===== config.mk =====
export PLATFORM = sky130hd
export DESIGN_NAME = hbridge_seq
export DESIGN_NICKNAME = d
export VERILOG_FILES = /design/src/rtl/hbridge_seq_pkg.sv /design/src/rtl/phase_timer.sv /design/src/rtl/hbridge_seq.sv
export SDC_FILE = /design/constraint.sdc
export NUM_CORES = 1
export LEC_CHECK = 0
export CAP_MARGIN = 25
export CORE_ASPECT_RATIO = 0.7
export CORE_MARGIN = 2
export CORE_UTILIZATION = 55
export CTS_CLUSTER_DIAMETER = 50
export DETAILED_ROUTE_END_ITERATION = 8
export GPL_TIMING_DRIVEN = 0
export PLACE_DENSITY_LB_ADDON = 0.08
export SETUP_SLACK_MARGIN = 0.2
export SLEW_MARGIN = 20
export SYNTH_ARGS = -nofsm -noshare
export SYNTH_HDL_FRONTEND = slang
export SYNTH_SLANG_ARGS = --single-unit

===== constraint.sdc =====
create_clock -name clk -period 4.9 [get_ports clk]
set_input_delay 0.98 -clock clk [delete_from_list [all_inputs] [get_ports clk]]
set_output_delay 0.98 -clock clk [all_outputs]
set_load 0.005 [all_outputs]

===== src/rtl/hbridge_seq_pkg.sv =====
// Shared definitions for the H-bridge sequencer: FSM states and driver command encodings.
// Both the FSM and the driver-output register map states to commands through igbt_of().
package hbridge_seq_pkg;

   typedef enum logic [2:0] {
      ST_IDLE   = 3'd0,
      ST_POS    = 3'd1,
      ST_DEAD_P = 3'd2,
      ST_NEG    = 3'd3,
      ST_DEAD_N = 3'd4,
      ST_FAULT  = 3'd5
   } state_t;

   localparam logic [1:0] IGBT_OFF = 2'b00;
   localparam logic [1:0] IGBT_R   = 2'b01;
   localparam logic [1:0] IGBT_L   = 2'b10;

   // 11 is unreachable: only POS and NEG drive an upper switch.
   function automatic logic [1:0] igbt_of(input state_t st);
      case (st)
         ST_POS:  return IGBT_R;
         ST_NEG:  return IGBT_L;
         default: return IGBT_OFF;
      endcase
   endfunction

   function automatic logic is_running(input state_t st);
      return (st != ST_IDLE) && (st != ST_FAULT);
   endfunction

endpackage


===== src/rtl/phase_timer.sv =====
// Phase-length counter: counts 1..terminal, terminal clamped to at least 1.
// The count restarts at 1 whenever i_load is high.
module phase_timer
   import hbridge_seq_pkg::*;
#(
   parameter int CNT_W = 16
) (
   input  logic             clk,
   input  logic             rst_n,
   input  logic             i_load,
   input  logic [CNT_W-1:0] i_term,
   output logic             o_tc
);

   localparam logic [CNT_W-1:0] ONE = {{(CNT_W-1){1'b0}}, 1'b1};

   logic [CNT_W-1:0] r_cnt;
   logic [CNT_W-1:0] w_term;
   logic             w_tc;

   assign w_term = (i_term == {CNT_W{1'b0}}) ? ONE : i_term;
   assign w_tc   = (r_cnt >= w_term);
   assign o_tc   = w_tc;

   // Count register; never passes the terminal value, so no wrap at 2^CNT_W.
   always_ff @(posedge clk) begin
      if (!rst_n) begin
         r_cnt <= ONE;
      end else if (i_load) begin
         r_cnt <= ONE;
      end else if (!w_tc) begin
         r_cnt <= r_cnt + ONE;
      end else begin
         r_cnt <= r_cnt;
      end
   end

endmodule


===== src/rtl/hbridge_seq.sv =====
// H-bridge switching sequencer: POS / dead / NEG / dead cycle with soft stop and latched fault.
// All outputs are registered from the next-state decode so they change on the transition edge.
module hbridge_seq
   import hbridge_seq_pkg::*;
#(
   parameter int CNT_W = 16
) (
   input  logic             clk,
   input  logic             rst_n,
   input  logic             start_stop,
   input  logic             err_unit,
   input  logic             fault_clr,
   input  logic [CNT_W-1:0] half_per,
   input  logic [CNT_W-1:0] dead_t,
   output logic [1:0]       igbt_control,
   output logic             run_active,
   output logic             fault_latched,
   output logic             cycle_done
);

   state_t           r_state;
   state_t           w_next;
   logic             r_ss_d;
   logic [CNT_W-1:0] r_half;
   logic [CNT_W-1:0] r_dead;
   logic [1:0]       r_igbt;
   logic             r_run;
   logic             r_fault;
   logic             r_cyc_done;

   logic             w_rise;
   logic             w_tc;
   logic             w_load;
   logic             w_reload;
   logic             w_cyc_done;
   logic [CNT_W-1:0] w_term;

   assign w_rise = start_stop & ~r_ss_d;

   // Next-state decode; a fault overrides every other event.
   always_comb begin
      w_next = r_state;
      if (err_unit) begin
         w_next = ST_FAULT;
      end else begin
         case (r_state)
            ST_IDLE:   w_next = w_rise ? ST_POS : ST_IDLE;
            ST_POS:    w_next = w_tc ? ST_DEAD_P : ST_POS;
            ST_DEAD_P: w_next = w_tc ? ST_NEG : ST_DEAD_P;
            ST_NEG:    w_next = w_tc ? ST_DEAD_N : ST_NEG;
            ST_DEAD_N: begin
               if (w_tc) begin
                  w_next = start_stop ? ST_POS : ST_IDLE;
               end else begin
                  w_next = ST_DEAD_N;
               end
            end
            ST_FAULT:  w_next = fault_clr ? ST_IDLE : ST_FAULT;
            default:   w_next = ST_IDLE;
         endcase
      end
   end

   assign w_load     = (w_next != r_state) || !is_running(r_state);
   assign w_reload   = (w_next == ST_POS) &&
                       ((r_state == ST_IDLE) || (r_state == ST_DEAD_N));
   assign w_cyc_done = (r_state == ST_DEAD_N) &&
                       ((w_next == ST_POS) || (w_next == ST_IDLE));
   assign w_term     = ((r_state == ST_POS) || (r_state == ST_NEG)) ? r_half : r_dead;

   phase_timer #(
      .CNT_W (CNT_W)
   ) u_timer (
      .clk    (clk),
      .rst_n  (rst_n),
      .i_load (w_load),
      .i_term (w_term),
      .o_tc   (w_tc)
   );

   // State, start-edge history and shadow timing registers.
   always_ff @(posedge clk) begin
      if (!rst_n) begin
         r_state <= ST_IDLE;
         r_ss_d  <= 1'b1;
         r_half  <= {CNT_W{1'b0}};
         r_dead  <= {CNT_W{1'b0}};
      end else begin
         r_state <= w_next;
         r_ss_d  <= start_stop;
         if (w_reload) begin
            r_half <= half_per;
            r_dead <= dead_t;
         end else begin
            r_half <= r_half;
            r_dead <= r_dead;
         end
      end
   end

   // Output registers track the state being entered on this edge.
   always_ff @(posedge clk) begin
      if (!rst_n) begin
         r_igbt     <= IGBT_OFF;
         r_run      <= 1'b0;
         r_fault    <= 1'b0;
         r_cyc_done <= 1'b0;
      end else begin
         r_igbt     <= igbt_of(w_next);
         r_run      <= is_running(w_next);
         r_fault    <= (w_next == ST_FAULT);
         r_cyc_done <= w_cyc_done;
      end
   end

   assign igbt_control  = r_igbt;
   assign run_active    = r_run;
   assign fault_latched = r_fault;
   assign cycle_done    = r_cyc_done;

endmodule

==> results.md <==
- Total Neg Setup Slack: 0 ns
- Endpoints failing setup: 0
- Max Cap Viol: 0
- CTS max path bufs: 2
- Syn_area_per_cell: 8.839 um^2
- Fill cells: 469
- GRT overflow: 0
- Clock sink count: 57
- Total number of vias: 2854
- WHS Endpoint: r_dead[15]
- Total Routed Length: 8.041 mm
- Post-synthesis sequential area ratio: 0.3596
- Hold_sp: r_dead[15]
- Worst Hold Depth: 2
- Initial core utilization: 0.5626
- XOR/XNOR share of the synthesized area: 0.04140
- Pleak: 1.439 nW
- Largest cells by area after synthesis: dfxtp_1, mux2i_1, nand2_1
- Post-Synth Adder-Cell Area: 0.06703
- R2r worst-path depth: 13
- Most used DFF post-synth: dfxtp_1
- Htree depth: 3
- Mux cell area share after synthesis: 0.1550
- Vias in the first global route: 2613
- Final #Nets: 463
- Initial DRC Count: 233
- CTS tree: built
- Crit. End Element: flop
- Period utilization: 0.9252
- Initial antenna violation count: 0
- Ys Warns: 0
- Site row count: 23
- Largest net degree at the start of global routing: 11
- Final Hold Fails: 0
- Syn Inst Count: around 360
- Crit-path max FO: 10
- Hold crit path type: flop to flop
- CTS root buffer: clkbuf_8
- Die width: 94.79 um
- Rel. slew slack: 0.5129
- Compound-gate portion of the synthesized area: 0.1017
- Synth Area in Simple Gates: 0.2382
- DP Wirelength: 5.784 mm
- Setup Skew: ~0.011 ns
- Critical Path Start Type: flop
- RSZ-0062 raised after global routing: no
- Worst EP arrival: 4.80 ns
- Fin crit period: around 4.5 ns
- Die area: 6403 um^2
- Worst-path clk slew: 0.07 ns
- Total track usage: 0.2718
- EDFF count, synth: 0
- Power Dens Cells: 318.5 nW/um^2
- Number of remaining DRC errors: 0
- Status: finished, final reports clean
- Post-Syn Area: 3173 um^2
- Pre-antenna DRT Iters: 4
- Crit path kind: flop to flop
- Max-slew violations: 0
- Largest family of logic cells by synthesized area: simple AND/OR/NAND/NOR gates
- Antenna diodes: 0
- Die Y: 67.55 um
- Area Overhead vs Synth: 23.15%
- Drt wl/cell: 16.48 um
- Max frequency: 220.6 MHz
- IR drop worst, VDD: 0.2107 mV
- First-pass GRT wire length: 13.08 mm
- RD Place Congestion: approximately 0.90
- Share of layout cells above drive strength 1: 0.08959
- CTS Buf Count: 9
- I/O Buffers: 39
- ANT nets after route: 0
- WHS: ~0.46 ns
- Boundary Pins: 42
- Commonest cells after routing, fill and taps aside: nand2_1, dfxtp_1, mux2i_1
- Worst reg2reg setup slack: 0.37 ns
- Distinct cells, synth: 46
- Req. time, crit path: between 5 and 6 ns
- Routed vias/inst: just under 6
- Worst R2R Start: r_state[2]
- Area leader, netlist: dfxtp_1
- Synth top area share: 0.3596
- Core area: 5640 um^2
- Flops & latches, synth: 57
- Worst slew pin tran: 0.7273 ns
- Clock Latency Late Sink: 0.35 ns
- Commonest non-fill, non-tap cell in the layout: nand2_1
- Async S/R FF share, synth: 0
- R2R Path End: r_half[15]
- Syn_nets: ~410
## cell type report
cell class	count	area, um^2	area share
Sequential cell	57	1141	0.2920
Clock inverter	5	56.30	0.01441
Timing Repair Buffer	39	390.4	0.09990
Tap cell	75	93.84	0.02402
Inverter	3	11.26	0.002882
Multi-Input combinational cell	278	1962	0.5021
Buffer	21	115.1	0.02946
Clock buffer	10	137.6	0.03522
## what timing repair did
action | in CTS | in global routing
hold buffers | 0 | 0
resized for setup | 8 | 6
buffers inserted | 0 | 0
setup endpoints to repair | 53 | 46
## critical path, stage by stage (launching register included)
cell	delay, ns
dfxtp_1	0.33
clkbuf_2	0.24
nor2b_4	0.23
clkbuf_4	0.28
clkbuf_2	0.34
mux2i_1	0.15
ha_1	0.33
nand4_2	0.19
or4_4	0.60
o32ai_4	0.50
o2111ai_4	0.23
a221oi_4	0.52
buf_6	0.25
mux2i_1	0.22
## per-layer routing
metal | wire (um) | GRT usage | vias up
li1 | - | - | 1389
met1 | 3849 | 0.3735 | 1358
met2 | 3504 | 0.4087 | 88
met5 | 0 | 0 | -
met4 | 172 | 0.09601 | 0
met3 | 514 | 0.07924 | 19
## cell families (layout without fill, tap and decap cells)
family / count (synthesis) / after routing
AOI/OAI and AO/OA: 39 / 39
adders and majority gates: 17 / 17
DFF: 57 / 57
xor gates and xnor gates: 15 / 15
and+or+nand+nor: 158 / 158
muxes: 49 / 49
buffers and inverters: 24 / 78
## stage by stage
step / cells / setup WS [ns] / utilization / total power, W / area, um^2
detailed placement: 473 / -0.3711 / 0.6484 / 0.0007930 / 3657
global placement: 473 / -0.2878 / 0.6484 / 0.0007884 / 3657
floorplan: 359 / 0.6411 / - / 0.0007033 / 3173
finish: 488 / 0.3668 / 0.6928 / 0.001245 / 3908
CTS: 488 / 0.2268 / 0.6886 / 0.001236 / 3884
global route: 488 / 0.2075 / 0.6928 / 0.001301 / 3908
## synth_stat cells (2+ instances only)
master / count
a21oi_1: 12
a31oi_1: 4
and2_1: 3
and3_1: 7
and4_1: 3
buf_6: 3
clkbuf_1: 15
dfxtp_1: 57
ha_1: 17
inv_1: 3
mux2i_1: 48
nand2_1: 76
nand2b_1: 3
nand3_1: 7
nand4_1: 7
nor2_1: 12
nor2b_1: 3
nor3_1: 23
nor4_1: 4
o21a_1: 3
o21ai_0: 5
o311a_1: 3
or3_1: 2
or4_1: 4
xnor2_1: 4
xor2_1: 11
## flip-flops by register name, summed over array words and instances, names as in the netlist
signal         count
r_dead            16
r_half            16
u_timer.r_cnt     16
r_state            3
igbt_control       2
cycle_done         1
fault_latched      1
r_ss_d             1
run_active         1
## power breakdown
| group | leakage (nW) | switching, W | total [W] | internal (W) |
|---|---|---|---|---|
| Combinational | 0.879 | 0.000179 | 0.000310 | 0.000131 |
| Sequential | 0.462 | 0.0000125 | 0.000494 | 0.000482 |
| Clock | 0.0981 | 0.000197 | 0.000441 | 0.000244 |
| Total | 1.44 | 0.000388 | 0.00124 | 0.000857 |
## how the worst max path moves through the flow
stage	cells past startpoint	to	startpoint
2_1_floorplan	13	r_dead[0]	r_state[0]
3_3_place_gp	13	u_timer.r_cnt[15]	r_state[0]
3_5_place_dp	13	u_timer.r_cnt[12]	r_state[0]
4_1_cts	13	r_half[15]	r_state[0]
5_1_grt	15	u_timer.r_cnt[0]	r_state[2]
6_report	13	r_half[15]	r_state[2]
Power figures use the tool's default switching activity.
